==> src/rtl/alu_responder.sv <==
// alu_responder: single-operation ALU with valid/ready request and response
// handshakes. One operation is in flight at a time: IDLE -> EXEC -> RESP.
module alu_responder (
    input  logic        clk,
    input  logic        rst_n,
    input  logic        req_valid,
    output logic        req_ready,
    input  logic [31:0] req_a,
    input  logic [31:0] req_b,
    input  logic [2:0]  req_control,
    output logic        resp_valid,
    input  logic        resp_ready,
    output logic [31:0] resp_result,
    output logic        resp_zero,
    output logic        resp_err,
    output logic [15:0] op_count
);

    typedef enum logic [1:0] {
        IDLE,
        EXEC,
        RESP
    } state_t;

    state_t      state;
    state_t      state_nx;
    logic [31:0] a_q;
    logic [31:0] b_q;
    logic [2:0]  ctl_q;
    logic [31:0] alu_res;
    logic        alu_err;
    logic        accept;
    logic        handshake;

    // State register
    always_ff @(posedge clk or negedge rst_n) begin
        if (!rst_n) begin
            state <= IDLE;
        end else begin
            state <= state_nx;
        end
    end

    // Next-state logic and handshake outputs
    always_comb begin
        state_nx   = state;
        accept     = 1'b0;
        handshake  = 1'b0;
        req_ready  = 1'b0;
        resp_valid = 1'b0;
        case (state)
            IDLE: begin
                req_ready = 1'b1;
                if (req_valid) begin
                    accept   = 1'b1;
                    state_nx = EXEC;
                end
            end
            EXEC: begin
                state_nx = RESP;
            end
            RESP: begin
                resp_valid = 1'b1;
                if (resp_ready) begin
                    handshake = 1'b1;
                    state_nx  = IDLE;
                end
            end
            default: begin
                state_nx = IDLE;
            end
        endcase
    end

    // ALU operating only on the captured operands
    always_comb begin
        alu_res = '0;
        alu_err = 1'b0;
        case (ctl_q)
            3'b000: alu_res = a_q & b_q;
            3'b001: alu_res = a_q | b_q;
            3'b010: alu_res = a_q + b_q;
            3'b011: alu_res = a_q ^ b_q;
            3'b100: alu_res = ~(a_q | b_q);
            3'b110: alu_res = a_q - b_q;
            3'b111: alu_res = {31'b0, ($signed(a_q) < $signed(b_q))};
            default: alu_err = 1'b1;
        endcase
    end

    // Operand capture on request acceptance
    always_ff @(posedge clk or negedge rst_n) begin
        if (!rst_n) begin
            a_q   <= '0;
            b_q   <= '0;
            ctl_q <= '0;
        end else if (accept) begin
            a_q   <= req_a;
            b_q   <= req_b;
            ctl_q <= req_control;
        end
    end

    // Response registers, loaded once on leaving EXEC and held through RESP
    always_ff @(posedge clk or negedge rst_n) begin
        if (!rst_n) begin
            resp_result <= '0;
            resp_zero   <= 1'b0;
            resp_err    <= 1'b0;
        end else if (state == EXEC) begin
            resp_result <= alu_res;
            resp_zero   <= (alu_res == '0);
            resp_err    <= alu_err;
        end
    end

    // Completed-handshake counter, wraps naturally at 16 bits
    always_ff @(posedge clk or negedge rst_n) begin
        if (!rst_n) begin
            op_count <= '0;
        end else if (handshake) begin
            op_count <= op_count + 16'd1;
        end
    end

endmodule

==> config.mk <==
export PLATFORM = sky130hd
export DESIGN_NAME = alu_responder
export DESIGN_NICKNAME = d
export VERILOG_FILES = /design/src/rtl/alu_responder.sv
export SDC_FILE = /design/constraint.sdc
export NUM_CORES = 1
export LEC_CHECK = 0
export CAP_MARGIN = 10
export CORE_MARGIN = 3
export CORE_UTILIZATION = 60
export CTS_BUF_LIST = sky130_fd_sc_hd__clkbuf_16
export DETAILED_ROUTE_END_ITERATION = 16
export HOLD_SLACK_MARGIN = 0.02
export PLACE_DENSITY = 0.95
export SYNTH_ARGS = -nofsm -noshare
export SYNTH_HDL_FRONTEND = slang
export SYNTH_SLANG_ARGS = --single-unit
==> constraint.sdc <==
create_clock -name clk -period 9 [get_ports clk]
set_input_delay 2.25 -clock clk [delete_from_list [all_inputs] [get_ports clk]]
set_output_delay 2.25 -clock clk [all_outputs]
set_load 0.05 [all_outputs]
==> flow_summary.toml, run 1 <==
[cts]
cts.path.max_buffers = 2
clock-sinks = 119
clockRootBuffer = "clkbuf_16"
clk_pin_slew_ns = 0.06
htreeDepth = 4
ctsHoldBuffers = 0
cts_resized = 0
cts_tree = "done"
cts_setup_buffers = 0
cts_buffers = 17
clk_latency_ns = 0.44

[cells_and_area]
layout-drive-gt1-share = 0.06159
finish.net_count = 1608
num_antenna_cells = 0
finalInstanceArea_sq_mm = 0.01243
utilization = 0.7340
areaGrowthSynthToFinish_pct = 17.21

[timing]
slew_viol_final = 0
fin_worst_skew_ns = 0.01179
setup_violations = 0
hold_ws_ns = 0.4831
setup_tns_ns = 0
hold_violations = 0
post-route-period-util = 0.5050
fin_crit_ns = 4.545
rsz0062_at_grt = "false"
max_freq_mhz = 220.0
worst-slew-pin-transition_ns = 1.216
relSlewSlack = 0.1866

[floorplanning]
die-area_sq_mm = 0.01931
num_rows = 47
core-area_sq_mm = 0.01694
initial_utilization = 0.6262
pin_count = 123
dieHeight_um = 139.0
fp.dieW_um = 139.0

[global_route]
global_route.usage.met2 = 0.5569
grt_usage = 0.3632
grt_use_met3 = 0.07414
grt_pass1_vias = 10700
grt_max_degree = 136
antenna_found_initial = 0
grt_first_pass_wirelength_mm = 57.39
grt_overflow = 0
grt_use_met1 = 0.5068
top_usage_layer = "met2"

[synthesis]
yosys_warnings = 0
seq_area_frac_synth = 0.2808
yosys-top-cells-area = "dfrtp_1, ha_1, o21ai_0"
yosysMostFrequentCell = "nand2_1"
syn-instance-count = 1365
synth_edf_count = 0
syn-cell-area_sq_mm = 0.01061
synthArstFlopShare = 1.000
ys_ff_latch = 119
ys.flop_type = "dfrtp_1"
yosysUniqueCellTypes = 89
synth_nets = 1541
synth_top_area_frac = 0.2808
synth_area_per_cell_sq_um = 7.769
synth_top_area_cell = "dfrtp_1"
synth_common_cells = "nand2_1, o21ai_0, dfrtp_1, nor2_1, ha_1"

[setup_path]
r2r-end = "resp_zero$_DFFE_PN0N_"
required_ns = 9.33
crit_fanout = 5
criticalPathCategory = "register to register"
crit-reg2reg-launch = "a_q[0]$_DFFE_PN0P_"
cp-startpoint = "a_q[0]$_DFFE_PN0P_"
reg2reg_slack_ns = 4.46
crit_path_start_kind = "register"
end_kind = "register"
worst-r2r-cell-count = 15
worstPathArrival_ns = 4.87

[place]
place_hpwl_mm = 25.02
gp_congestion = 1.016
io_buffers = 122
place_area_sq_mm = 0.01184

[routing]
postRouteAntennaNets = 0
num_vias = 11340
first_iter_violations = 1931
drc_errors = 0
viasPerCell = 6.812
wl_per_cell_um = 21.48
wirelength_mm = 35.77
drtPass1Iterations = 7

[worst_hold_path]
worstHoldPathCells = 2
holdPathEnd = "resp_result[20]$_DFFE_PN0N_"
worstHoldStart = "resp_result[20]$_DFFE_PN0N_"
hold_path.class = "register to register"

[run_status]
outcome = "complete, no violations"

[run]
cap_violations = 0
[registers in the layout, summed over array words and instances, names as in the netlist]
| signal | flops |
|---|---|
| state | 2 |
| op_count | 16 |
| ctl_q | 3 |
| resp_err | 1 |
| resp_result | 32 |
| b_q | 32 |
| a_q | 32 |
| resp_zero | 1 |
[placed cells by master, fill, tap and decap left out, drive strengths merged, types with 18 or more instances in the layout]
cell type	synthesis	final
nand3	24	24
o21ai	157	157
ha	103	103
dfrtp	119	119
inv	96	101
a211oi	20	20
o221ai	18	18
nand2	187	187
a21oi	101	101
clkdlybuf4s50	0	121
nor2	113	113
nor3	23	23
nor2b	19	19
[cells by family (layout without fill, tap and decap cells)]
family	after synthesis	in the layout	share of synthesized area
AOI/OAI and AO/OA	472	472	0.2920
and+or+nand+nor	445	445	0.1969
buffers and inverters	184	264	0.06902
DFF	119	119	0.2808
adders and majority gates	105	105	0.1253
xor gates and xnor gates	22	22	0.01817
muxes	18	18	0.01782
[final cells by class]
class / instances / area, sq um
tap: 220 / 275.3
fill: 1310 / 4506
timing repair buffer: 135 / 1316
sequential: 119 / 2978
clock inverter: 15 / 168.9
inverter: 97 / 364.1
clock buffer: 17 / 425.4
multi-input combinational: 1062 / 6903
[how the worst max path moves through the flow]
stage	endpoint	slack, ns	cells after the start
2_1_floorplan	op_count[13]$_DFFE_PN0P_	5.39	7
3_3_place_gp	resp_zero$_DFFE_PN0N_	4.81	15
3_5_place_dp	resp_zero$_DFFE_PN0N_	4.71	15
4_1_cts	resp_zero$_DFFE_PN0N_	4.66	15
5_1_grt	resp_zero$_DFFE_PN0N_	4.26	15
6_report	resp_zero$_DFFE_PN0N_	4.46	15
[worst max-delay path, cell delays in order, from the launching register on]
cell	delay, ns
dfrtp_1	0.39
inv_1	0.11
ha_1	0.17
inv_1	0.06
fa_1	0.40
nor2b_1	0.17
o21ai_0	0.46
nand3_1	0.35
a211oi_1	0.37
o221ai_1	0.15
a222oi_1	0.52
nand2_1	0.15
nor4_2	0.21
nand4_1	0.17
or4_1	0.54
o41ai_2	0.23
[metrics by stage]
stage          cells  setup WS (ns)
2_1_floorplan   1365          5.389
3_3_place_gp    1633          4.809
3_5_place_dp    1633          4.713
4_1_cts         1665          4.664
5_1_grt         1665          4.258
6_report        1665          4.455
[metal layers]
metal,part of all wire,vias to the layer above
met5,0,-
li1,-,5006
met4,0.046,0
met2,0.44,883
met1,0.39,5266
met3,0.12,187
Power of run 1 is not shown: default switching activity piles up to over one toggle a cycle in this logic, so the estimate is an artifact.
==> run 2: changes to the inputs <==
CORE_UTILIZATION = 58   (was 60)
PLACE_DENSITY = 0.92   (was 0.95)
clock period = 4.5 ns   (was 9 ns; I/O delays follow)
==> run 2 against run 1 <==
Against the previous run:
- via count decreased by 0.11%
- maximum frequency increased by 4.6%
- non-clock buffer count up 24
- die area grew 3.3%
- register-to-register slack got worse by 4.3 ns
- routed wire length grew 3.1%
- first-iteration DRC count is 31% lower
- critical path type unchanged
- critical endpoint unchanged
- highest routed layer is now met5
==> flow_summary.toml, run 2 (synthesis gave the netlist of run 1 again) <==
[floorplanning]
core-area_sq_mm = 0.01760
die-area_sq_mm = 0.01994
num_rows = 48
fp.dieW_um = 141.2
initial_utilization = 0.6027
pin_count = 123
dieHeight_um = 141.2

[routing]
postRouteAntennaNets = 0
wl_per_cell_um = 21.76
drtPass1Iterations = 6
viasPerCell = 6.688
num_vias = 11330
wirelength_mm = 36.86
drc_errors = 0
first_iter_violations = 1326

[cells_and_area]
finalInstanceArea_sq_mm = 0.01262
mostFrequentLayoutCells = "nand2_1, o21ai_0, clkdlybuf4s50_1, dfrtp_1, nor2_1"
reg.largest.list = "a_q: 32 flops, b_q: 32 flops, resp_result: 32 flops"
finish.net_count = 1632
num_antenna_cells = 0
areaGrowthSynthToFinish_pct = 18.96
layout_commonest_cell = "nand2_1"
layout-drive-gt1-share = 0.07760
fin_cells = 1694

[place]
place_hpwl_mm = 26.79
place_inst = 1662
dpl_worst_slack_ns = 0.1032
io_buffers = 122
gp_congestion = 1.039
place_area_sq_mm = 0.01202

[global_route]
grt_overflow = 0
grt_first_pass_wirelength_mm = 58.90
antenna_found_initial = 1
grt_max_degree = 136
grt_pass1_vias = 10690
grt_usage = 0.3702

[cts]
htreeDepth = 4
ctsHoldBuffers = 0
clk_latency_ns = 0.44
clockRootBuffer = "clkbuf_16"
cts_buffers = 17
clock-sinks = 119
cts.path.max_buffers = 2
clk_pin_slew_ns = 0.07
cts_setup_buffers = 0
cts_resized = 0
cts_tree = "done"

[timing]
relSlewSlack = 0.2259
hold_violations = 0
setup_violations = 0
setup_slack_ns = 0.1565
fin_crit_ns = 4.344
post-route-period-util = 0.9652
slew_viol_final = 0
worst-slew-pin-transition_ns = 1.161
fin_worst_skew_ns = 0.01671
setup_tns_ns = 0
max_freq_mhz = 230.2
rsz0062_at_grt = "false"

[worst_hold_path]
hold_path.class = "register to register"
worstHoldPathCells = 2

[setup_path]
crit_path_start_kind = "register"
crit_fanout = 12
end_kind = "register"
criticalPathCategory = "register to register"
critPathSlowestCell = "o41ai_2"
worstPathArrival_ns = 4.68
worst-r2r-cell-count = 13
required_ns = 4.84
cp_slowest_stage_delay_ns = 0.56
path_cells = "inv_1 -> ha_1 -> nor3_1 -> o311ai_2 -> nor4_2 -> nor4_2 -> o41ai_2 -> a311oi_1 -> mux2i_1 -> a211oi_1 -> nand3_1 -> or4_1 -> o41ai_2"

[run]
cap_violations = 0

[run_status]
outcome = "complete, no violations"
-- run 2: final timing paths --
check                                             from                     endpoint  slack, ns
setup / recovery                    a_q[4]$_DFFE_PN0P_        resp_zero$_DFFE_PN0N_       0.16
hold / removal             resp_result[26]$_DFFE_PN0N_  resp_result[26]$_DFFE_PN0N_       0.48
setup reg to reg                    a_q[4]$_DFFE_PN0P_        resp_zero$_DFFE_PN0N_       0.16
hold reg to reg            resp_result[26]$_DFFE_PN0N_  resp_result[26]$_DFFE_PN0N_       0.48
max in group asynchronous                        rst_n          b_q[19]$_DFFE_PN0P_       2.81
min in group asynchronous                        rst_n           b_q[3]$_DFFE_PN0P_       0.75
-- run 2: routing by layer --
metal,GRT usage,routed length (um)
met3,0.09668,4795
met5,0,14
met2,0.5598,15870
met1,0.5210,15050
met4,0.1137,1138
-- run 2: layout make-up --
class / instances / area (sq um)
Clock buffer: 17 / 425.4
Clock inverter: 15 / 155.1
Fill cell: 1376 / 4981
Inverter: 97 / 364.1
Multi-Input combinational cell: 1062 / 6915
Sequential cell: 119 / 2978
Tap cell: 225 / 281.5
Timing Repair Buffer: 159 / 1496
-- run 2: worst max-delay path, delay by kind of cell (launching register included) --
| family | cells | cell delay, ns |
|---|---|---|
| fa+ha+maj | 1 | 0.47 |
| mux | 1 | 0.15 |
| simple gates | 5 | 1.64 |
| buf+inv | 1 | 0.07 |
| compound gates | 5 | 1.56 |
| flops | 1 | 0.37 |
-- run 2: per-stage QoR --
| step | hold WS (ns) | util |
|---|---|---|
| floorplan | 0.5516 | - |
| global placement | 0.4600 | 0.6831 |
| CTS | 0.4835 | 0.7161 |
| global route | 0.5061 | 0.7169 |
| detailed placement | 0.4699 | 0.6831 |
| finish | 0.4843 | 0.7169 |
Power of run 2 is left out for the same reason.
==> run 3: changes to the inputs <==
CTS_CLUSTER_SIZE = 40   (was default)
==> results of run 3 <==
The final DEF is identical to that of run 2; final timing and power are the same.
Power of run 3 is left out for the same reason.
